## config.mk

```make
export PLATFORM = sky130hd
export DESIGN_NAME = i2c_slave_addr_ctrl
export DESIGN_NICKNAME = d
export VERILOG_FILES = /design/src/rtl/i2c_slave_addr_ctrl.sv
export SDC_FILE = /design/constraint.sdc
export NUM_CORES = 1
export LEC_CHECK = 0
export CAP_MARGIN = 20
export CELL_PAD_IN_SITES_DETAIL_PLACEMENT = 1
export CELL_PAD_IN_SITES_GLOBAL_PLACEMENT = 2
export CORE_MARGIN = 2
export CORE_UTILIZATION = 39
export DETAILED_ROUTE_END_ITERATION = 8
export GPL_TIMING_DRIVEN = 0
export PLACE_DENSITY = 0.86
export SETUP_SLACK_MARGIN = 0.1
export SLEW_MARGIN = 15
export SYNTH_ARGS = -nofsm -noshare
export SYNTH_HDL_FRONTEND = slang
export SYNTH_SLANG_ARGS = --single-unit
```

## constraint.sdc

```tcl
create_clock -name FPGA_clk -period 3.75 [get_ports FPGA_clk]
set_clock_uncertainty 0.1 [all_clocks]
set_input_delay 0.375 -clock FPGA_clk [delete_from_list [all_inputs] [get_ports FPGA_clk]]
set_output_delay 0.375 -clock FPGA_clk [all_outputs]
set_load 0.01 [all_outputs]
```

## src/rtl/i2c_slave_addr_ctrl.sv

```systemverilog
// I2C slave front end: pin synchronisers, START/STOP detection, 7-bit address
// receive/match with address ACK, and the enable window for the data-in decoder.
module i2c_slave_addr_ctrl #(
  parameter logic [6:0] SLAVE_ADDR  = 7'h42,
  parameter int         SYNC_STAGES = 2
) (
  input  logic FPGA_clk,
  input  logic rst,
  input  logic SCL_in,
  input  logic SDA_in,
  input  logic data_done,
  output logic SCL,
  output logic SCL_prev,
  output logic SDA,
  output logic SDA_prev,
  output logic enable,
  output logic SDA_down,
  output logic start_det,
  output logic stop_det,
  output logic addr_match,
  output logic rw_bit,
  output logic bus_busy
);

  typedef enum logic [2:0] {
    IDLE,
    ADDR,
    ACK_ADDR,
    DATA,
    WAIT_STOP
  } state_t;

  state_t                 state_q, state_d;
  logic [SYNC_STAGES-1:0] scl_sync_q, scl_sync_d;
  logic [SYNC_STAGES-1:0] sda_sync_q, sda_sync_d;
  logic                   scl_prev_q, scl_prev_d;
  logic                   sda_prev_q, sda_prev_d;
  logic [7:0]             shift_q, shift_d;
  logic [3:0]             bit_cnt_q, bit_cnt_d;
  logic                   enable_q, enable_d;
  logic                   sda_down_q, sda_down_d;
  logic                   start_det_q, start_det_d;
  logic                   stop_det_q, stop_det_d;
  logic                   addr_match_q, addr_match_d;
  logic                   rw_bit_q, rw_bit_d;
  logic                   bus_busy_q, bus_busy_d;

  logic scl_s, sda_s;
  logic scl_rise, scl_fall, start_c, stop_c;

  assign scl_s    = scl_sync_q[SYNC_STAGES-1];
  assign sda_s    = sda_sync_q[SYNC_STAGES-1];
  assign scl_rise = scl_s & ~scl_prev_q;
  assign scl_fall = ~scl_s & scl_prev_q;
  assign start_c  = scl_s & scl_prev_q & sda_prev_q & ~sda_s;
  assign stop_c   = scl_s & scl_prev_q & ~sda_prev_q & sda_s;

  always_comb begin
    scl_sync_d   = {scl_sync_q[SYNC_STAGES-2:0], SCL_in};
    sda_sync_d   = {sda_sync_q[SYNC_STAGES-2:0], SDA_in};
    scl_prev_d   = scl_s;
    sda_prev_d   = sda_s;
    state_d      = state_q;
    shift_d      = shift_q;
    bit_cnt_d    = bit_cnt_q;
    enable_d     = enable_q;
    sda_down_d   = sda_down_q;
    addr_match_d = addr_match_q;
    rw_bit_d     = rw_bit_q;
    bus_busy_d   = bus_busy_q;
    start_det_d  = start_c;
    stop_det_d   = stop_c;

    // START/STOP override everything else, including a coincident data_done.
    if (start_c) begin
      if (state_q != IDLE) begin
        addr_match_d = 1'b0;
      end
      state_d    = ADDR;
      bit_cnt_d  = 4'd0;
      enable_d   = 1'b0;
      sda_down_d = 1'b0;
      bus_busy_d = 1'b1;
    end else if (stop_c) begin
      state_d    = IDLE;
      enable_d   = 1'b0;
      sda_down_d = 1'b0;
      bus_busy_d = 1'b0;
    end else begin
      case (state_q)
        ADDR: begin
          if (scl_rise) begin
            shift_d   = {shift_q[6:0], sda_s};
            bit_cnt_d = bit_cnt_q + 4'd1;
            if (bit_cnt_q == 4'd7) begin
              addr_match_d = (shift_d[7:1] == SLAVE_ADDR);
              rw_bit_d     = shift_d[0];
            end
          end else if (scl_fall && bit_cnt_q == 4'd8) begin
            if (addr_match_q && !rw_bit_q) begin
              state_d    = ACK_ADDR;
              sda_down_d = 1'b1;
            end else begin
              state_d    = WAIT_STOP;
              sda_down_d = 1'b0;
            end
          end
        end
        ACK_ADDR: begin
          sda_down_d = 1'b1;
          if (scl_rise) begin
            bit_cnt_d = bit_cnt_q + 4'd1;
          end else if (scl_fall && bit_cnt_q == 4'd9) begin
            sda_down_d = 1'b0;
            enable_d   = 1'b1;
            state_d    = DATA;
          end
        end
        DATA: begin
          enable_d   = 1'b1;
          sda_down_d = 1'b0;
          if (data_done) begin
            enable_d = 1'b0;
            state_d  = WAIT_STOP;
          end
        end
        WAIT_STOP: begin
          enable_d   = 1'b0;
          sda_down_d = 1'b0;
        end
        default: begin
          state_d = state_q;
        end
      endcase
    end
  end

  always_ff @(posedge FPGA_clk or negedge rst) begin
    if (!rst) begin
      scl_sync_q   <= '1;
      sda_sync_q   <= '1;
      scl_prev_q   <= 1'b1;
      sda_prev_q   <= 1'b1;
      state_q      <= IDLE;
      shift_q      <= 8'd0;
      bit_cnt_q    <= 4'd0;
      enable_q     <= 1'b0;
      sda_down_q   <= 1'b0;
      start_det_q  <= 1'b0;
      stop_det_q   <= 1'b0;
      addr_match_q <= 1'b0;
      rw_bit_q     <= 1'b0;
      bus_busy_q   <= 1'b0;
    end else begin
      scl_sync_q   <= scl_sync_d;
      sda_sync_q   <= sda_sync_d;
      scl_prev_q   <= scl_prev_d;
      sda_prev_q   <= sda_prev_d;
      state_q      <= state_d;
      shift_q      <= shift_d;
      bit_cnt_q    <= bit_cnt_d;
      enable_q     <= enable_d;
      sda_down_q   <= sda_down_d;
      start_det_q  <= start_det_d;
      stop_det_q   <= stop_det_d;
      addr_match_q <= addr_match_d;
      rw_bit_q     <= rw_bit_d;
      bus_busy_q   <= bus_busy_d;
    end
  end

  assign SCL        = scl_s;
  assign SCL_prev   = scl_prev_q;
  assign SDA        = sda_s;
  assign SDA_prev   = sda_prev_q;
  assign enable     = enable_q;
  assign SDA_down   = sda_down_q;
  assign start_det  = start_det_q;
  assign stop_det   = stop_det_q;
  assign addr_match = addr_match_q;
  assign rw_bit     = rw_bit_q;
  assign bus_busy   = bus_busy_q;

endmodule

```

==> impl_results.html, run 1 <==
<table>
<tr><th>Metric</th><th>Value</th></tr>
<tr><th colspan="2">Power</th></tr>
<tr><td>Static leakage power</td><td>0.0006792 uW</td></tr>
<tr><td>IR drop worst, VDD</td><td>about 220 uV</td></tr>
<tr><td>Logic gate share of total power</td><td>between 20% and 30%</td></tr>
<tr><td>Internal Dissipation</td><td>slightly below 500 uW</td></tr>
<tr><td>Switching Fraction</td><td>slightly above 30%</td></tr>
<tr><td>Net switching component of the power</td><td>roughly 220 uW</td></tr>
<tr><td>Final total power</td><td>just over 700 uW</td></tr>
<tr><td>Sequential share of power</td><td>a little under three fifths</td></tr>
<tr><td>PD cells</td><td>460.8 mW/mm^2</td></tr>
<tr><td>Clk network pwr share</td><td>approximately 18%</td></tr>
<tr><th colspan="2">Drt</th></tr>
<tr><td>Avg WL per Cell</td><td>about 15 um</td></tr>
<tr><td>Count of unresolved DRC violations after routing</td><td>0</td></tr>
<tr><td>Antenna violation net count after detailed routing</td><td>0</td></tr>
<tr><td>Met2 WL post-DR</td><td>1255 um</td></tr>
<tr><td>Drt pass-1 iters</td><td>4</td></tr>
<tr><td>Post-detailed-routing wire length</td><td>between 2000 and 3000 um</td></tr>
<tr><td>Top metal layer carrying routed signals</td><td>met4</td></tr>
<tr><td>Length of routed met3 wiring</td><td>a little over 90 um</td></tr>
<tr><td>Violation count after the first detailed-routing iteration</td><td>27</td></tr>
<tr><td>Wire length on met1</td><td>1253 um</td></tr>
<tr><td>Via count</td><td>~900</td></tr>
<tr><td>Number of vias per cell after detailed routing</td><td>about 5.3</td></tr>
<tr><th colspan="2">Clocking</th></tr>
<tr><td>Buffer count from post-CTS setup fixing</td><td>0</td></tr>
<tr><td>Clock transition time at the flip-flop clock pins of the worst setup and hold paths</td><td>approximately 150 ps</td></tr>
<tr><td>Maximum clock path buffer count</td><td>2</td></tr>
<tr><td>Count of instances resized after the clock tree is built</td><td>0</td></tr>
<tr><td>TritonCTS clock tree</td><td>built</td></tr>
<tr><td>TritonCTS Sinks</td><td>27</td></tr>
<tr><td>Num CTS Buffers</td><td>3</td></tr>
<tr><td>H-tree depth reported by CTS</td><td>1</td></tr>
<tr><td>Clock root buffer</td><td>sky130_fd_sc_hd__clkbuf_4</td></tr>
<tr><td>Clock latency of the later-clocked register in the worst-skew pair</td><td>320 ps</td></tr>
<tr><td>Hold buffers post-CTS</td><td>0</td></tr>
<tr><th colspan="2">Logic synthesis</th></tr>
<tr><td>Yosys warnings</td><td>0</td></tr>
<tr><td>Cell variety after synth</td><td>43</td></tr>
<tr><td>Number of synthesized flops with an enable pin</td><td>0</td></tr>
<tr><td>Sequential fraction of the synthesis area</td><td>between 50% and 60%</td></tr>
<tr><td>Portion of synthesized cell area occupied by the leading cell type</td><td>a little over 40%</td></tr>
<tr><td>Synthesized netlist cell count</td><td>around 110</td></tr>
<tr><td>Post-Synthesis Mean Instance Area</td><td>about 12 sq um</td></tr>
<tr><td>Asr flop ratio synth</td><td>100.0%</td></tr>
<tr><td>Cell area after synthesis</td><td>approximately 0.0013 sq mm</td></tr>
<tr><td>Largest area contributor in the netlist</td><td>sky130_fd_sc_hd__dfrtp_1</td></tr>
<tr><td>Most frequent cells after synthesis</td><td>sky130_fd_sc_hd__dfrtp_1, sky130_fd_sc_hd__nor2_1, sky130_fd_sc_hd__mux2_2, sky130_fd_sc_hd__nand2_1</td></tr>
<tr><td>Flip-flop and latch count after synthesis</td><td>27</td></tr>
<tr><td>Synth Flop Type</td><td>sky130_fd_sc_hd__dfrtp_1</td></tr>
<tr><td>Synthesized netlist net count</td><td>around 120</td></tr>
<tr><td>Largest cells by area after synthesis</td><td>sky130_fd_sc_hd__dfrtp_1, sky130_fd_sc_hd__dfstp_2, sky130_fd_sc_hd__mux2_2, sky130_fd_sc_hd__ha_1, sky130_fd_sc_hd__nor2_1</td></tr>
<tr><td>Cell with the most instances after synthesis</td><td>sky130_fd_sc_hd__dfrtp_1</td></tr>
<tr><th colspan="2">Finish</th></tr>
<tr><td>Filler cells</td><td>about 360</td></tr>
<tr><td>Area added between synthesis and finish</td><td>19.30%</td></tr>
<tr><td>Diodes inserted</td><td>0</td></tr>
<tr><td>Core utilization of the finished layout</td><td>approximately half</td></tr>
<tr><td>NumNets Final</td><td>around 140</td></tr>
<tr><td>Share of layout cells above drive strength 1</td><td>21.88%</td></tr>
<tr><th colspan="2">Timing</th></tr>
<tr><td>Post-layout min period</td><td>between 1500 and 2000 ps</td></tr>
<tr><td>Final sum of negative setup slack</td><td>0 ps</td></tr>
<tr><td>Slew at the pin closest to its max-slew limit</td><td>778.8 ps</td></tr>
<tr><td>Setup-failing EPs final</td><td>0</td></tr>
<tr><td>Hold WS</td><td>between 200 and 300 ps</td></tr>
<tr><td>Min setup slack post-route</td><td>around 1800 ps</td></tr>
<tr><td>Relative slew margins</td><td>47.92%</td></tr>
<tr><td>Highest attainable clock frequency</td><td>0.5027 GHz</td></tr>
<tr><td>Setup repair after global routing missed its margin</td><td>no</td></tr>
<tr><td>Final clock period utilization by the worst path</td><td>a little over half</td></tr>
<tr><td>Final count of hold timing violations</td><td>0</td></tr>
<tr><td>Number of pins with negative max-slew slack in the final report</td><td>0</td></tr>
<tr><th colspan="2">Floorplan</th></tr>
<tr><td>Starting utilization of the core area</td><td>just over 40%</td></tr>
<tr><td>Full die area</td><td>about 0.0038 sq mm</td></tr>
<tr><td>Chip Width</td><td>roughly 60 um</td></tr>
<tr><td>Die Span Y</td><td>between 60 and 70 um</td></tr>
<tr><td>I/O pin cnt</td><td>16</td></tr>
<tr><td>Area inside the core boundary</td><td>~0.0031 sq mm</td></tr>
<tr><td>Row cnt</td><td>20</td></tr>
<tr><th colspan="2">Run</th></tr>
<tr><td>Max-cap violation count</td><td>0</td></tr>
<tr><th colspan="2">GRT</th></tr>
<tr><td>Maximum number of pins on one net before global-route repair</td><td>17</td></tr>
<tr><td>Antenna violations before repair</td><td>0</td></tr>
<tr><td>Residual overflow from global routing</td><td>0</td></tr>
<tr><td>Via count of the first global-routing pass</td><td>962</td></tr>
<tr><td>First-pass GRT wire length</td><td>approximately 4500 um</td></tr>
<tr><td>GRT Total Usage</td><td>16.57%</td></tr>
<tr><th colspan="2">Setup path</th></tr>
<tr><td>Worst setup path category</td><td>reg2out</td></tr>
<tr><td>Required time at the worst-slack endpoint</td><td>3270 ps</td></tr>
<tr><td>Number of buffers and inverters on the critical path</td><td>1</td></tr>
<tr><td>Arr. time, crit path</td><td>1510 ps</td></tr>
<tr><td>Cell with the biggest individual delay on the critical path</td><td>sky130_fd_sc_hd__dfstp_2</td></tr>
<tr><td>Maximum single-stage delay on the critical path</td><td>between 600 and 700 ps</td></tr>
<tr><td>Category of cells accounting for the largest share of critical-path delay</td><td>flip-flops</td></tr>
<tr><td>Endpoint kind of the worst setup timing path</td><td>output pin</td></tr>
<tr><td>Worst-path maximum fanout</td><td>6</td></tr>
<tr><td>Worst path cell trace</td><td>clkdlybuf4s50_1</td></tr>
<tr><td>Nature of the critical path startpoint</td><td>flop</td></tr>
<tr><th colspan="2">Placement</th></tr>
<tr><td>HPWL reported at the end of detailed placement</td><td>between 1500 and 2000 um</td></tr>
<tr><td>Buffers added on ports</td><td>15</td></tr>
<tr><td>Routability-driven placement congestion ratio</td><td>around 0.8</td></tr>
<tr><td>Pre-CTS setup slack</td><td>slightly below 2000 ps</td></tr>
<tr><th colspan="2">Worst hold path</th></tr>
<tr><td>Worst min-delay path category</td><td>reg2reg</td></tr>
<tr><th colspan="2">Status</th></tr>
<tr><td>Result of the run</td><td>complete, no violations</td></tr>
</table>
[sequential cells by signal, indices dropped and copies added (netlist names)]
register    flops
shift_q         7
bit_cnt_q       4
state_q         3
scl_sync_q      2
sda_sync_q      2
SCL_prev        1
SDA_down        1
SDA_prev        1
addr_match      1
bus_busy        1
enable          1
rw_bit          1
start_det       1
stop_det        1
[logic make-up after synthesis]
group / synth area share [%]
flip-flops: 53.22
multiplexers: 7.798
AND/OR/NAND/NOR: 18.91
AO/OA/AOI/OAI: 10.92
buffers and inverters: 2.826
adder cells (fa/ha/maj): 2.924
XOR/XNOR: 3.412
[metrics by stage]
step	instances	area [sq um]
4_1_cts	172	1531
3_5_place_dp	168	1504
2_1_floorplan	108	1284
5_1_grt	172	1531
6_report	172	1531
3_3_place_gp	167	1489
[final cells by class]
cell class	count	area, sq um	area share [%]
Sequential cell	27	683.2	44.61
Clock inverter	1	5.005	0.3268
Timing Repair Buffer	16	165.2	10.78
Inverter	5	18.77	1.225
Tap cell	44	55.05	3.595
Buffer	3	17.52	1.144
Clock buffer	3	22.52	1.471
Multi-Input combinational cell	73	564.3	36.85
[power by group through the flow]
stage | sequential (uW) | clock (uW) | combinational [uW]
after floorplan | 397 | 0 | 123
after global placement | 405 | 0 | 171
after detailed placement | 410 | 0 | 177
after CTS | 405 | 130 | 180
after global routing | 413 | 141 | 197
final | 404 | 125 | 176
[cells in the final DEF (no fill, tap or decap), types with 2 or more instances in the layout]
cell and instances:
sky130_fd_sc_hd__and2_1 2, sky130_fd_sc_hd__nor2_1 9, sky130_fd_sc_hd__nand2b_1 2, sky130_fd_sc_hd__buf_2 2
sky130_fd_sc_hd__inv_1 4, sky130_fd_sc_hd__nand3_1 4, sky130_fd_sc_hd__ha_1 3, sky130_fd_sc_hd__xor2_1 3
sky130_fd_sc_hd__dfrtp_1 21, sky130_fd_sc_hd__mux2_2 7, sky130_fd_sc_hd__clkbuf_4 3, sky130_fd_sc_hd__o21ai_0 2
sky130_fd_sc_hd__nand2_1 7, sky130_fd_sc_hd__dfstp_2 6, sky130_fd_sc_hd__a21oi_1 6, sky130_fd_sc_hd__clkdlybuf4s50_1 15
sky130_fd_sc_hd__xnor2_1 2
[metal layers]
layer	GRT usage (%)	vias up
li1	-	429
met1	23.13	461
met2	25.84	14
met3	3.571	2
met4	5.471	0
met5	0	-
[path summary, 6_finish.rpt]
path / start / endpoint / slack, ps / cells past startpoint
setup / recovery: SCL_prev / SCL_prev / 1760 / 1
hold / removal: sda_sync_q[0] / sda_sync_q[1] / 270 / 0
setup reg to reg: scl_sync_q[1] / rw_bit / 1900 / 3
hold reg to reg: sda_sync_q[0] / sda_sync_q[1] / 270 / 0
max in group asynchronous: rst / sda_sync_q[0] / 2530 / 2
min in group asynchronous: rst / bit_cnt_q[0] / 390 / 1
(Power assumes the default switching activity.)
==> run 2: changes to the inputs <==
--- a/config.mk
+++ b/config.mk
@@ -9,10 +9,10 @@
 export CELL_PAD_IN_SITES_DETAIL_PLACEMENT = 1
 export CELL_PAD_IN_SITES_GLOBAL_PLACEMENT = 2
 export CORE_MARGIN = 2
-export CORE_UTILIZATION = 39
+export CORE_UTILIZATION = 32
 export DETAILED_ROUTE_END_ITERATION = 8
 export GPL_TIMING_DRIVEN = 0
-export PLACE_DENSITY = 0.86
+export PLACE_DENSITY = 0.76
 export SETUP_SLACK_MARGIN = 0.1
 export SLEW_MARGIN = 15
 export SYNTH_ARGS = -nofsm -noshare
==> constraint.sdc (replaced) <==
create_clock -name FPGA_clk -period 1.76 [get_ports FPGA_clk]
set_clock_uncertainty 0.1 [all_clocks]
set_input_delay 0.176 -clock FPGA_clk [delete_from_list [all_inputs] [get_ports FPGA_clk]]
set_output_delay 0.176 -clock FPGA_clk [all_outputs]
set_load 0.01 [all_outputs]
==> impl_results.html, run 2 (synthesis gave the netlist of run 1 again) <==
<table>
<tr><th>Metric</th><th>Value</th></tr>
<tr><th colspan="2">Finish</th></tr>
<tr><td>Area added between synthesis and finish</td><td>33.53% (was 19.30%)</td></tr>
<tr><td>NumNets Final</td><td>152 (was 137)</td></tr>
<tr><td>Filler cells</td><td>441 (was 355)</td></tr>
<tr><td>Total area of sequential cells</td><td>684.4 sq um (was 683.2 sq um)</td></tr>
<tr><td>Biggest register</td><td>shift_q (unchanged)</td></tr>
<tr><td>Final Instance Area</td><td>0.001714 sq mm (was 0.001531 sq mm)</td></tr>
<tr><td>Footprint of the multi-input gates</td><td>619.3 sq um (was 564.3 sq um)</td></tr>
<tr><td>Leading cell types in the layout, fill and taps excluded</td><td>sky130_fd_sc_hd__dfrtp_1, sky130_fd_sc_hd__buf_4, sky130_fd_sc_hd__clkdlybuf4s50_1 (was sky130_fd_sc_hd__dfrtp_1, sky130_fd_sc_hd__clkdlybuf4s50_1, sky130_fd_sc_hd__nor2_1)</td></tr>
<tr><td>Share of layout cells above drive strength 1</td><td>37.06% (was 21.88%)</td></tr>
<tr><td>Diodes inserted</td><td>0 (unchanged)</td></tr>
<tr><td>Top Registers</td><td>shift_q x7, bit_cnt_q x4, state_q x3 (unchanged)</td></tr>
<tr><td>Max reg flops</td><td>7 (unchanged)</td></tr>
<tr><td>Most common cell after layout, fill and taps aside</td><td>sky130_fd_sc_hd__dfrtp_1 (unchanged)</td></tr>
<tr><th colspan="2">Drt</th></tr>
<tr><td>Post-detailed-routing wire length</td><td>2889 um (was 2627 um)</td></tr>
<tr><td>Number of vias per cell after detailed routing</td><td>4.891 (was 5.267)</td></tr>
<tr><td>Drt pass-1 iters</td><td>3 (was 4)</td></tr>
<tr><td>Violation count after the first detailed-routing iteration</td><td>34 (was 27)</td></tr>
<tr><td>Avg WL per Cell</td><td>14.97 um (was 15.27 um)</td></tr>
<tr><td>Via count</td><td>944 (was 906)</td></tr>
<tr><td>Count of unresolved DRC violations after routing</td><td>0 (unchanged)</td></tr>
<tr><td>Antenna violation net count after detailed routing</td><td>0 (unchanged)</td></tr>
<tr><th colspan="2">Placement</th></tr>
<tr><td>HPWL reported at the end of detailed placement</td><td>2035 um (was 1906 um)</td></tr>
<tr><td>Routability-driven placement congestion ratio</td><td>0.7979 (was 0.8080)</td></tr>
<tr><td>Standard cell area after detailed placement</td><td>0.001498 sq mm (was 0.001504 sq mm)</td></tr>
<tr><td>Buffers added on ports</td><td>15 (unchanged)</td></tr>
<tr><th colspan="2">Setup path</th></tr>
<tr><td>Crit path launch</td><td>scl_sync_q[1] (was SCL_prev)</td></tr>
<tr><td>Worst reg2reg path startpoint</td><td>scl_sync_q[1] (unchanged)</td></tr>
<tr><td>Maximum single-stage delay on the critical path</td><td>570 ps (was 630 ps)</td></tr>
<tr><td>Total number of cells along the worst setup path</td><td>3 (was 1)</td></tr>
<tr><td>Required time at the worst-slack endpoint</td><td>1820 ps (was 3270 ps)</td></tr>
<tr><td>Worst reg2reg endpoint</td><td>rw_bit (unchanged)</td></tr>
<tr><td>Category of cells accounting for the largest share of critical-path delay</td><td>simple AND/OR/NAND/NOR gates (was flip-flops)</td></tr>
<tr><td>Cell with the biggest individual delay on the critical path</td><td>sky130_fd_sc_hd__dfstp_2 (unchanged)</td></tr>
<tr><td>Endpoint kind of the worst setup timing path</td><td>flop (was output pin)</td></tr>
<tr><td>Number of buffers and inverters on the critical path</td><td>0 (was 1)</td></tr>
<tr><td>Number of cells traversed by the worst register-to-register path</td><td>3 (unchanged)</td></tr>
<tr><td>Worst-path maximum fanout</td><td>4 (was 6)</td></tr>
<tr><td>CP Capture Point</td><td>rw_bit (was SCL_prev)</td></tr>
<tr><td>Flop2flop setup slack</td><td>120 ps (was 1900 ps)</td></tr>
<tr><td>Nature of the critical path startpoint</td><td>flop (unchanged)</td></tr>
<tr><td>Worst setup path category</td><td>reg2reg (was reg2out)</td></tr>
<tr><td>Arr. time, crit path</td><td>1700 ps (was 1510 ps)</td></tr>
<tr><td>Worst path cell trace</td><td>nor3b_4, and4bb_2, mux2_4 (was clkdlybuf4s50_1)</td></tr>
<tr><th colspan="2">Status</th></tr>
<tr><td>Result of the run</td><td>complete, no violations (unchanged)</td></tr>
<tr><th colspan="2">Worst hold path</th></tr>
<tr><td>Worst min-delay path category</td><td>in2reg (was reg2reg)</td></tr>
<tr><th colspan="2">GRT</th></tr>
<tr><td>Maximum number of pins on one net before global-route repair</td><td>28 (was 17)</td></tr>
<tr><td>First-pass GRT wire length</td><td>4802 um (was 4540 um)</td></tr>
<tr><td>Via count of the first global-routing pass</td><td>1,029 (was 962)</td></tr>
<tr><td>Antenna violations before repair</td><td>0 (unchanged)</td></tr>
<tr><td>Residual overflow from global routing</td><td>0 (unchanged)</td></tr>
<tr><td>GRT Total Usage</td><td>13.76% (was 16.57%)</td></tr>
<tr><th colspan="2">Run</th></tr>
<tr><td>Max-cap violation count</td><td>0 (unchanged)</td></tr>
<tr><th colspan="2">Clocking</th></tr>
<tr><td>TritonCTS Sinks</td><td>27 (unchanged)</td></tr>
<tr><td>Clock root buffer</td><td>sky130_fd_sc_hd__clkbuf_8 (was sky130_fd_sc_hd__clkbuf_4)</td></tr>
<tr><td>Maximum clock path buffer count</td><td>2 (unchanged)</td></tr>
<tr><td>Clock latency of the later-clocked register in the worst-skew pair</td><td>270 ps (was 320 ps)</td></tr>
<tr><td>TritonCTS clock tree</td><td>built (unchanged)</td></tr>
<tr><td>Num CTS Buffers</td><td>3 (unchanged)</td></tr>
<tr><td>H-tree depth reported by CTS</td><td>1 (unchanged)</td></tr>
<tr><td>Clock transition time at the flip-flop clock pins of the worst setup and hold paths</td><td>90 ps (was 150 ps)</td></tr>
<tr><th colspan="2">Timing</th></tr>
<tr><td>Final clock period utilization by the worst path</td><td>between 90% and 100%</td></tr>
<tr><td>Setup repair after global routing missed its margin</td><td>yes (was no)</td></tr>
<tr><td>Hold WS</td><td>207.3 ps (was 267.2 ps)</td></tr>
<tr><td>Relative slew margins</td><td>59.65% (was 47.92%)</td></tr>
<tr><td>Slew at the pin closest to its max-slew limit</td><td>605.3 ps (was 778.8 ps)</td></tr>
<tr><td>Setup-failing EPs final</td><td>0 (unchanged)</td></tr>
<tr><td>Final sum of negative setup slack</td><td>0 ps (unchanged)</td></tr>
<tr><td>Highest attainable clock frequency</td><td>approximately 0.61 GHz</td></tr>
<tr><td>Post-layout min period</td><td>about 1600 ps</td></tr>
<tr><td>Number of pins with negative max-slew slack in the final report</td><td>0 (unchanged)</td></tr>
<tr><td>Final count of hold timing violations</td><td>0 (unchanged)</td></tr>
<tr><th colspan="2">Floorplan</th></tr>
<tr><td>Full die area</td><td>0.004534 sq mm (was 0.003766 sq mm)</td></tr>
<tr><td>Row cnt</td><td>23 (was 20)</td></tr>
<tr><td>Area inside the core boundary</td><td>0.003943 sq mm (was 0.003103 sq mm)</td></tr>
<tr><td>Starting utilization of the core area</td><td>32.56% (was 41.37%)</td></tr>
<tr><td>Die Span Y</td><td>67.34 um (was 61.37 um)</td></tr>
<tr><td>Chip Width</td><td>67.34 um (was 61.37 um)</td></tr>
<tr><td>I/O pin cnt</td><td>16 (unchanged)</td></tr>
<tr><th colspan="2">Power</th></tr>
<tr><td>PD cells</td><td>996.5 mW/mm^2 (was 460.8 mW/mm^2)</td></tr>
<tr><td>IR drop worst, VDD</td><td>403.3 uV (was 218.7 uV)</td></tr>
<tr><td>Static leakage power</td><td>0.0007621 uW (was 0.0006792 uW)</td></tr>
</table>
run 2: layout make-up:
| type | count | share of cell area (%) |
|---|---|---|
| flip-flops and latches | 27 | 39.93 |
| multi-input cells | 73 | 36.13 |
| repair buffers | 31 | 15.33 |
| well taps | 50 | 3.650 |
| clock buffers | 3 | 2.409 |
| plain buffers | 3 | 1.168 |
| inverters | 5 | 1.095 |
| clock inverters | 1 | 0.2920 |
run 2: how the worst min path moves through the flow:
stage                       start  cells past startpoint            end
floorplan                     rst                      0       SDA_down
global placement    sda_sync_q[0]                      0  sda_sync_q[1]
detailed placement            rst                      1         enable
CTS                        SCL_in                      1  scl_sync_q[0]
global route               SDA_in                      1  sda_sync_q[0]
finish                     SDA_in                      1  sda_sync_q[0]
run 2: through the flow:
stage	instances	utilization, %	setup slack (ps)	total power, uW
after floorplan	108	-	89.12	1112
after global placement	173	38.11	-69.34	1232
after detailed placement	173	37.99	-32.71	1265
after CTS	187	41.23	78.57	1659
after global routing	193	43.48	11.59	1832
final	193	43.48	121.5	1708
run 2: power by group:
group | total (uW) | internal, uW | switching, uW
clock | 342 | 158 | 184
sequential | 852 | 756 | 95.8
combinational | 514 | 282 | 232
total | 1710 | 1200 | 512
run 2: repair_timing:
item | in CTS | in global routing
setup endpoints to repair | 17 | 14
pin swaps | 3 | 3
buffers inserted | 9 | 6
endpoints found under the hold margin | 21 | 0
hold buffers | 1 | 0
gates resized for setup | 7 | 13
run 2: routing by layer:
layer  GRT usage, %  part of all wire, %  up-vias
met3          2.500                  1.8        2
li1               -                    -      458
met2          25.25                   53        7
met4          1.531                 0.21        0
met1          17.30                   45      477
met5              0                    0        -
run 2: worst reg2reg max path: stages, from the launching register on:
cell,delay [ps]
sky130_fd_sc_hd__dfstp_2,570
sky130_fd_sc_hd__nor3b_4,260
sky130_fd_sc_hd__and4bb_2,310
sky130_fd_sc_hd__mux2_4,300
